[src/rtl/serializer.sv]
// Packet-to-AXI serializer: latches one selector packet and issues it as a single
// AXI write (AW, W beats, B) or read-address (AR) transaction, then pulses consumed.
module serializer #(
   parameter int unsigned DATA_SIZE    = 678,
   parameter int unsigned ADDR_WIDTH   = 40,
   parameter int unsigned AXI_ID_WIDTH = 16,
   parameter int unsigned DATA_WIDTH   = 128,
   parameter int unsigned MAX_BEATS    = 4
) (
   input  logic                    clock,
   input  logic                    reset,
   input  logic [DATA_SIZE-1:0]    packet,
   input  logic                    enable,
   output logic                    consumed,
   output logic                    busy,
   output logic [ADDR_WIDTH-1:0]   m_axi_awaddr,
   output logic [7:0]              m_axi_awlen,
   output logic [2:0]              m_axi_awsize,
   output logic [1:0]              m_axi_awburst,
   output logic [AXI_ID_WIDTH-1:0] m_axi_awid,
   output logic                    m_axi_awvalid,
   input  logic                    m_axi_awready,
   output logic [DATA_WIDTH-1:0]   m_axi_wdata,
   output logic [DATA_WIDTH/8-1:0] m_axi_wstrb,
   output logic                    m_axi_wlast,
   output logic                    m_axi_wvalid,
   input  logic                    m_axi_wready,
   input  logic [1:0]              m_axi_bresp,
   input  logic                    m_axi_bvalid,
   output logic                    m_axi_bready,
   output logic [ADDR_WIDTH-1:0]   m_axi_araddr,
   output logic [7:0]              m_axi_arlen,
   output logic [2:0]              m_axi_arsize,
   output logic [1:0]              m_axi_arburst,
   output logic [AXI_ID_WIDTH-1:0] m_axi_arid,
   output logic                    m_axi_arvalid,
   input  logic                    m_axi_arready
);

   localparam int unsigned HDR_W    = 102;
   localparam int unsigned STRB_W   = DATA_WIDTH / 8;
   localparam int unsigned STRB_LSB = HDR_W;
   localparam int unsigned DATA_LSB = HDR_W + MAX_BEATS * STRB_W;
   localparam int unsigned CNT_W    = (MAX_BEATS > 1) ? $clog2(MAX_BEATS) : 1;
   localparam int unsigned LEN_MAX  = MAX_BEATS - 1;
   localparam int unsigned WR_BIT   = 81;

   typedef enum logic [2:0] {S_IDLE, S_AW, S_W, S_B, S_AR} state_t;

   state_t                  r_state;
   state_t                  w_state_nxt;
   logic [CNT_W-1:0]        r_cnt;
   logic [CNT_W-1:0]        w_cnt_nxt;
   logic                    w_latch;
   logic                    w_consumed_nxt;

   logic [ADDR_WIDTH-1:0]   r_addr;
   logic [7:0]              r_len;
   logic [2:0]              r_size;
   logic [1:0]              r_burst;
   logic [AXI_ID_WIDTH-1:0] r_id;
   logic [STRB_W-1:0]       r_strb [MAX_BEATS];
   logic [DATA_WIDTH-1:0]   r_data [MAX_BEATS];

   logic                    r_awvalid;
   logic                    r_wvalid;
   logic                    r_bready;
   logic                    r_arvalid;
   logic                    r_busy;
   logic                    r_consumed;
   logic                    r_wlast;
   logic [DATA_WIDTH-1:0]   r_wdata;
   logic [STRB_W-1:0]       r_wstrb;

   logic [7:0]              w_pkt_len;
   logic [7:0]              w_len_eff;
   logic [STRB_W-1:0]       w_strb [MAX_BEATS];
   logic [DATA_WIDTH-1:0]   w_data [MAX_BEATS];
   logic                    w_unused;

   // Header bits the serializer never acts on, plus the write response code.
   assign w_unused = ^{m_axi_bresp, packet[80:69], packet[101:82]};

   assign w_pkt_len = packet[47:40];
   assign w_len_eff = (w_pkt_len > 8'(LEN_MAX)) ? 8'(LEN_MAX) : w_pkt_len;

   for (genvar k = 0; k < MAX_BEATS; k++) begin : g_unpack
      assign w_strb[k] = packet[STRB_LSB + k*STRB_W +: STRB_W];
      assign w_data[k] = packet[DATA_LSB + k*DATA_WIDTH +: DATA_WIDTH];
   end

   // Next-state logic; IDLE skips the consumed cycle so the scheduler can advance.
   always_comb begin
      w_state_nxt    = r_state;
      w_cnt_nxt      = r_cnt;
      w_latch        = 1'b0;
      w_consumed_nxt = 1'b0;
      case (r_state)
         S_IDLE: begin
            if (enable && !r_consumed) begin
               w_latch     = 1'b1;
               w_state_nxt = packet[WR_BIT] ? S_AW : S_AR;
            end
         end
         S_AW: begin
            if (m_axi_awready) begin
               w_state_nxt = S_W;
               w_cnt_nxt   = '0;
            end
         end
         S_W: begin
            if (m_axi_wready) begin
               if (r_wlast) w_state_nxt = S_B;
               else         w_cnt_nxt   = CNT_W'(r_cnt + 1'b1);
            end
         end
         S_B: begin
            if (m_axi_bvalid) begin
               w_state_nxt    = S_IDLE;
               w_consumed_nxt = 1'b1;
            end
         end
         S_AR: begin
            if (m_axi_arready) begin
               w_state_nxt    = S_IDLE;
               w_consumed_nxt = 1'b1;
            end
         end
         default: w_state_nxt = S_IDLE;
      endcase
   end

   always_ff @(posedge clock) begin
      if (!reset) begin
         r_state    <= S_IDLE;
         r_cnt      <= '0;
         r_awvalid  <= 1'b0;
         r_wvalid   <= 1'b0;
         r_bready   <= 1'b0;
         r_arvalid  <= 1'b0;
         r_busy     <= 1'b0;
         r_consumed <= 1'b0;
         r_wlast    <= 1'b0;
      end else begin
         r_state    <= w_state_nxt;
         r_cnt      <= w_cnt_nxt;
         r_awvalid  <= (w_state_nxt == S_AW);
         r_wvalid   <= (w_state_nxt == S_W);
         r_bready   <= (w_state_nxt == S_B);
         r_arvalid  <= (w_state_nxt == S_AR);
         r_busy     <= (w_state_nxt != S_IDLE);
         r_consumed <= w_consumed_nxt;
         r_wlast    <= (8'(w_cnt_nxt) == r_len);
      end
   end

   // Payload holding registers; contents are only observed while a valid is high.
   always_ff @(posedge clock) begin
      if (w_latch && reset) begin
         r_addr  <= packet[ADDR_WIDTH-1:0];
         r_len   <= w_len_eff;
         r_size  <= packet[50:48];
         r_burst <= packet[52:51];
         r_id    <= packet[68:53];
         r_strb  <= w_strb;
         r_data  <= w_data;
      end
      r_wdata <= r_data[w_cnt_nxt];
      r_wstrb <= r_strb[w_cnt_nxt];
   end

   assign consumed      = r_consumed;
   assign busy          = r_busy;
   assign m_axi_awaddr  = r_addr;
   assign m_axi_awlen   = r_len;
   assign m_axi_awsize  = r_size;
   assign m_axi_awburst = r_burst;
   assign m_axi_awid    = r_id;
   assign m_axi_awvalid = r_awvalid;
   assign m_axi_wdata   = r_wdata;
   assign m_axi_wstrb   = r_wstrb;
   assign m_axi_wlast   = r_wlast;
   assign m_axi_wvalid  = r_wvalid;
   assign m_axi_bready  = r_bready;
   assign m_axi_araddr  = r_addr;
   assign m_axi_arlen   = r_len;
   assign m_axi_arsize  = r_size;
   assign m_axi_arburst = r_burst;
   assign m_axi_arid    = r_id;
   assign m_axi_arvalid = r_arvalid;

endmodule

[config.mk]
export PLATFORM = sky130hd
export DESIGN_NAME = serializer
export DESIGN_NICKNAME = d
export VERILOG_FILES = /design/src/rtl/serializer.sv
export SDC_FILE = /design/constraint.sdc
export NUM_CORES = 1
export LEC_CHECK = 0
export BUFFER_PORTS_ARGS = -buffer_cell sky130_fd_sc_hd__clkbuf_2
export CORE_AREA = 2 2 385 387
export DETAILED_ROUTE_END_ITERATION = 10
export DIE_AREA = 0 0 387 389
export REMOVE_ABC_BUFFERS = 1
export SLEW_MARGIN = 40
export SYNTH_ARGS = -nofsm -noshare
export SYNTH_HDL_FRONTEND = slang
export SYNTH_SLANG_ARGS = --single-unit
export TNS_END_PERCENT = 30
[constraint.sdc]
create_clock -name clock -period 26.3 [get_ports clock]
set_input_delay 3.945 -clock clock [delete_from_list [all_inputs] [get_ports clock]]
set_output_delay 3.945 -clock clock [all_outputs]
set_load 0.02 [all_outputs]
==> impl_metrics.toml <==
[route]
vias_per_cell = 5.02
first_pass_iters = 6
wl_per_cell_um = 25.9
wl_um = 137000
ant_nets = 0
drc = 0
vias = 26600
first_iter_violations = 2248

[placement]
dp_cells = 5081
hpwl_um = 88200
finalWeightedCongestion = 0.884
place_area_um2 = 39700
io_buffers = 941

[grt]
grt_usage_pct = 17.3
antenna_found_initial = 72
first_global_vias = 25800
globalRouteOverflowTotal = 0
grt_max_degree = 158
grt_pass1_wl_um = 190000

[logic_synthesis]
ys.flop_type = "edfxtp_1"
synth_edf_count = 645
synth.avg_cell_area_um2 = 13.6
synth_cells = 2483
netlist-cell-type-count = 51
syn-cell-area_um2 = 33700
synthArstFlopShare_pct = 0
ys_ff_latch = 801
ys_seq_area_share_pct = 66.8
yosysWarnings = 0

[worst_setup_path]
crit_path_max_fanout = 66
worstSetupPathType = "input pin to register"
worstReg2RegEnd = "m_axi_wdata[0]"
cp-end-kind = "register"
r2r_slack_ps = 22330
crit_path_start = "m_axi_wready"
endpoint = "m_axi_wdata[0]"
reg2reg_from = "r_state[2]"
required_ps = 26880
reg2regPathDepth = 7
arrival_ps = 7240
cp-start-kind = "input pin"

[sta]
final.setup_skew_ps = 31.5
hold_violations = 0
worstMarginPinSlew_ps = 894
rsz0062_at_grt = "no"
fmax_mhz = 150
slew_headroom_pct = 40.0
post-route-period-util_pct = 25.3
setup_violations = 0
finalWorstPathRequiredPeriod_ps = 6660
fin_tns_setup_ps = 0
maxSlewViolCount = 0

[outcome]
outcome = "completed"

[floorplan]
start_util_pct = 23.0
fp.dieW_um = 387
rows = 141
dieArea_um2 = 151000
ioPinCount = 976
core_um2 = 147000
die_y_um = 389

[final_layout]
nFillCells = 14900
drive_gt1_share_pct = 36.6
area_growth_pct = 28.1
layout_commonest_cell = "clkbuf_2"
nets = 3937
multi_input_area_um2 = 9030
final_cells = 5303
mostFrequentLayoutCells = "clkbuf_2, edfxtp_1, dfxtp_1"
area.sequential_um2 = 22500
final_area_um2 = 43100

[clock_network]
htree_levels = 3
cts_tree = "yes"
worstSkewPairLatency_ps = 710
cts_setup_buffers = 0
post_cts_resized = 0
numCtsBuffers = 91
cts_hold_buf = 0
clockBufferDepth = 3
clkSinkCount = 801
root_buffer = "clkbuf_16"
clk_pin_slew_ps = 60

[power]
fin_total_pwr_mw = 3.07
p_leak_nw = 16.0
p_per_area_nw_per_um2 = 71.2
ir_drop_v = 0.0000550

[hold_path]
hold_path_class = "register to register"

[job]
timing.max_cap.violations = 0
-- area by class of cell --
type                       count  share of cell area (%)
inverter                     146                    1.27
clock inverter                45                    1.41
multi-input combinational   1216                    20.9
timing repair buffer         994                    12.5
clock buffer                 124                    5.87
tap                         1930                    5.60
antenna                       47                   0.273
sequential                   801                    52.1
-- cell usage after synthesis, drive strengths merged (144+ instances only) --
library cell / n / area share [%]
o21ai: 145 / 2.2
dfxtp: 156 / 9.3
nor4b: 147 / 3.8
edfxtp: 645 / 57
inv: 146 / 1.6
nor2: 148 / 1.7
or4: 145 / 3.2
buf: 160 / 3.2
a311oi: 144 / 4.8
nand3: 146 / 2.2
o31ai: 144 / 3.2
clkbuf: 165 / 1.9
a311o: 144 / 4.3
-- state kept, by name, summed over array words and instances, names as in the netlist, 2 cells and up --
register / cells
r_strb: 64
m_axi_arsize: 3
m_axi_wdata: 128
r_state: 3
r_cnt: 2
m_axi_arburst: 2
m_axi_wstrb: 16
m_axi_arlen: 8
m_axi_araddr: 40
r_data: 512
m_axi_arid: 16
-- power by group --
| part | total [mW] | leakage (nW) | internal (mW) | switching [mW] |
|---|---|---|---|---|
| sequential | 1.49 | 7.30 | 1.45 | 0.0355 |
| clock | 1.34 | 1.54 | 0.782 | 0.559 |
| combinational | 0.239 | 7.17 | 0.0871 | 0.152 |
-- per-layer routing --
metal	vias up	GRT usage, %	share of wire (%)
met5	-	0	0.13
met3	297	4.58	8.9
met1	13400	20.8	38
met4	28	9.56	4.6
met2	1443	28.3	48
li1	11400	-	-
-- kinds of logic after synthesis --
logic type | count (synthesis) | share of synthesized area [%]
buf+inv | 471 | 6.69
compound gates | 590 | 14.9
simple gates | 619 | 11.6
other cells | 1 | 0.0111
mux | 1 | 0.0297
flops | 801 | 66.8
-- worst min path at each step --
| stage | to | cells past startpoint | start |
|---|---|---|---|
| 2_1_floorplan | m_axi_wstrb[14] | 2 | r_strb[14] |
| 3_3_place_gp | m_axi_wdata[66] | 2 | r_data[66] |
| 3_5_place_dp | m_axi_wdata[44] | 2 | r_data[300] |
| 4_1_cts | m_axi_wdata[44] | 2 | r_data[44] |
| 5_1_grt | m_axi_wdata[47] | 2 | r_data[47] |
| 6_report | m_axi_wdata[44] | 2 | r_data[44] |
-- per-stage QoR --
step / hold WS (ps) / setup WS [ps] / utilization, %
floorplan: 518 / 6380 / -
global placement: 535 / 18550 / 27.0
detailed placement: 536 / 18750 / 27.1
CTS: 541 / 19560 / 29.2
global route: 563 / 19540 / 29.4
finish: 538 / 19640 / 29.4
-- worst max-delay path: stages --
cell and delay (ps):
clkbuf_2 110, nand4bb_4 90, buf_6 490, o211a_4 660, buf_6 720, buf_4 610
o21ai_0 200, a311oi_1 350
Note: power is estimated with default switching activity, not from simulation.
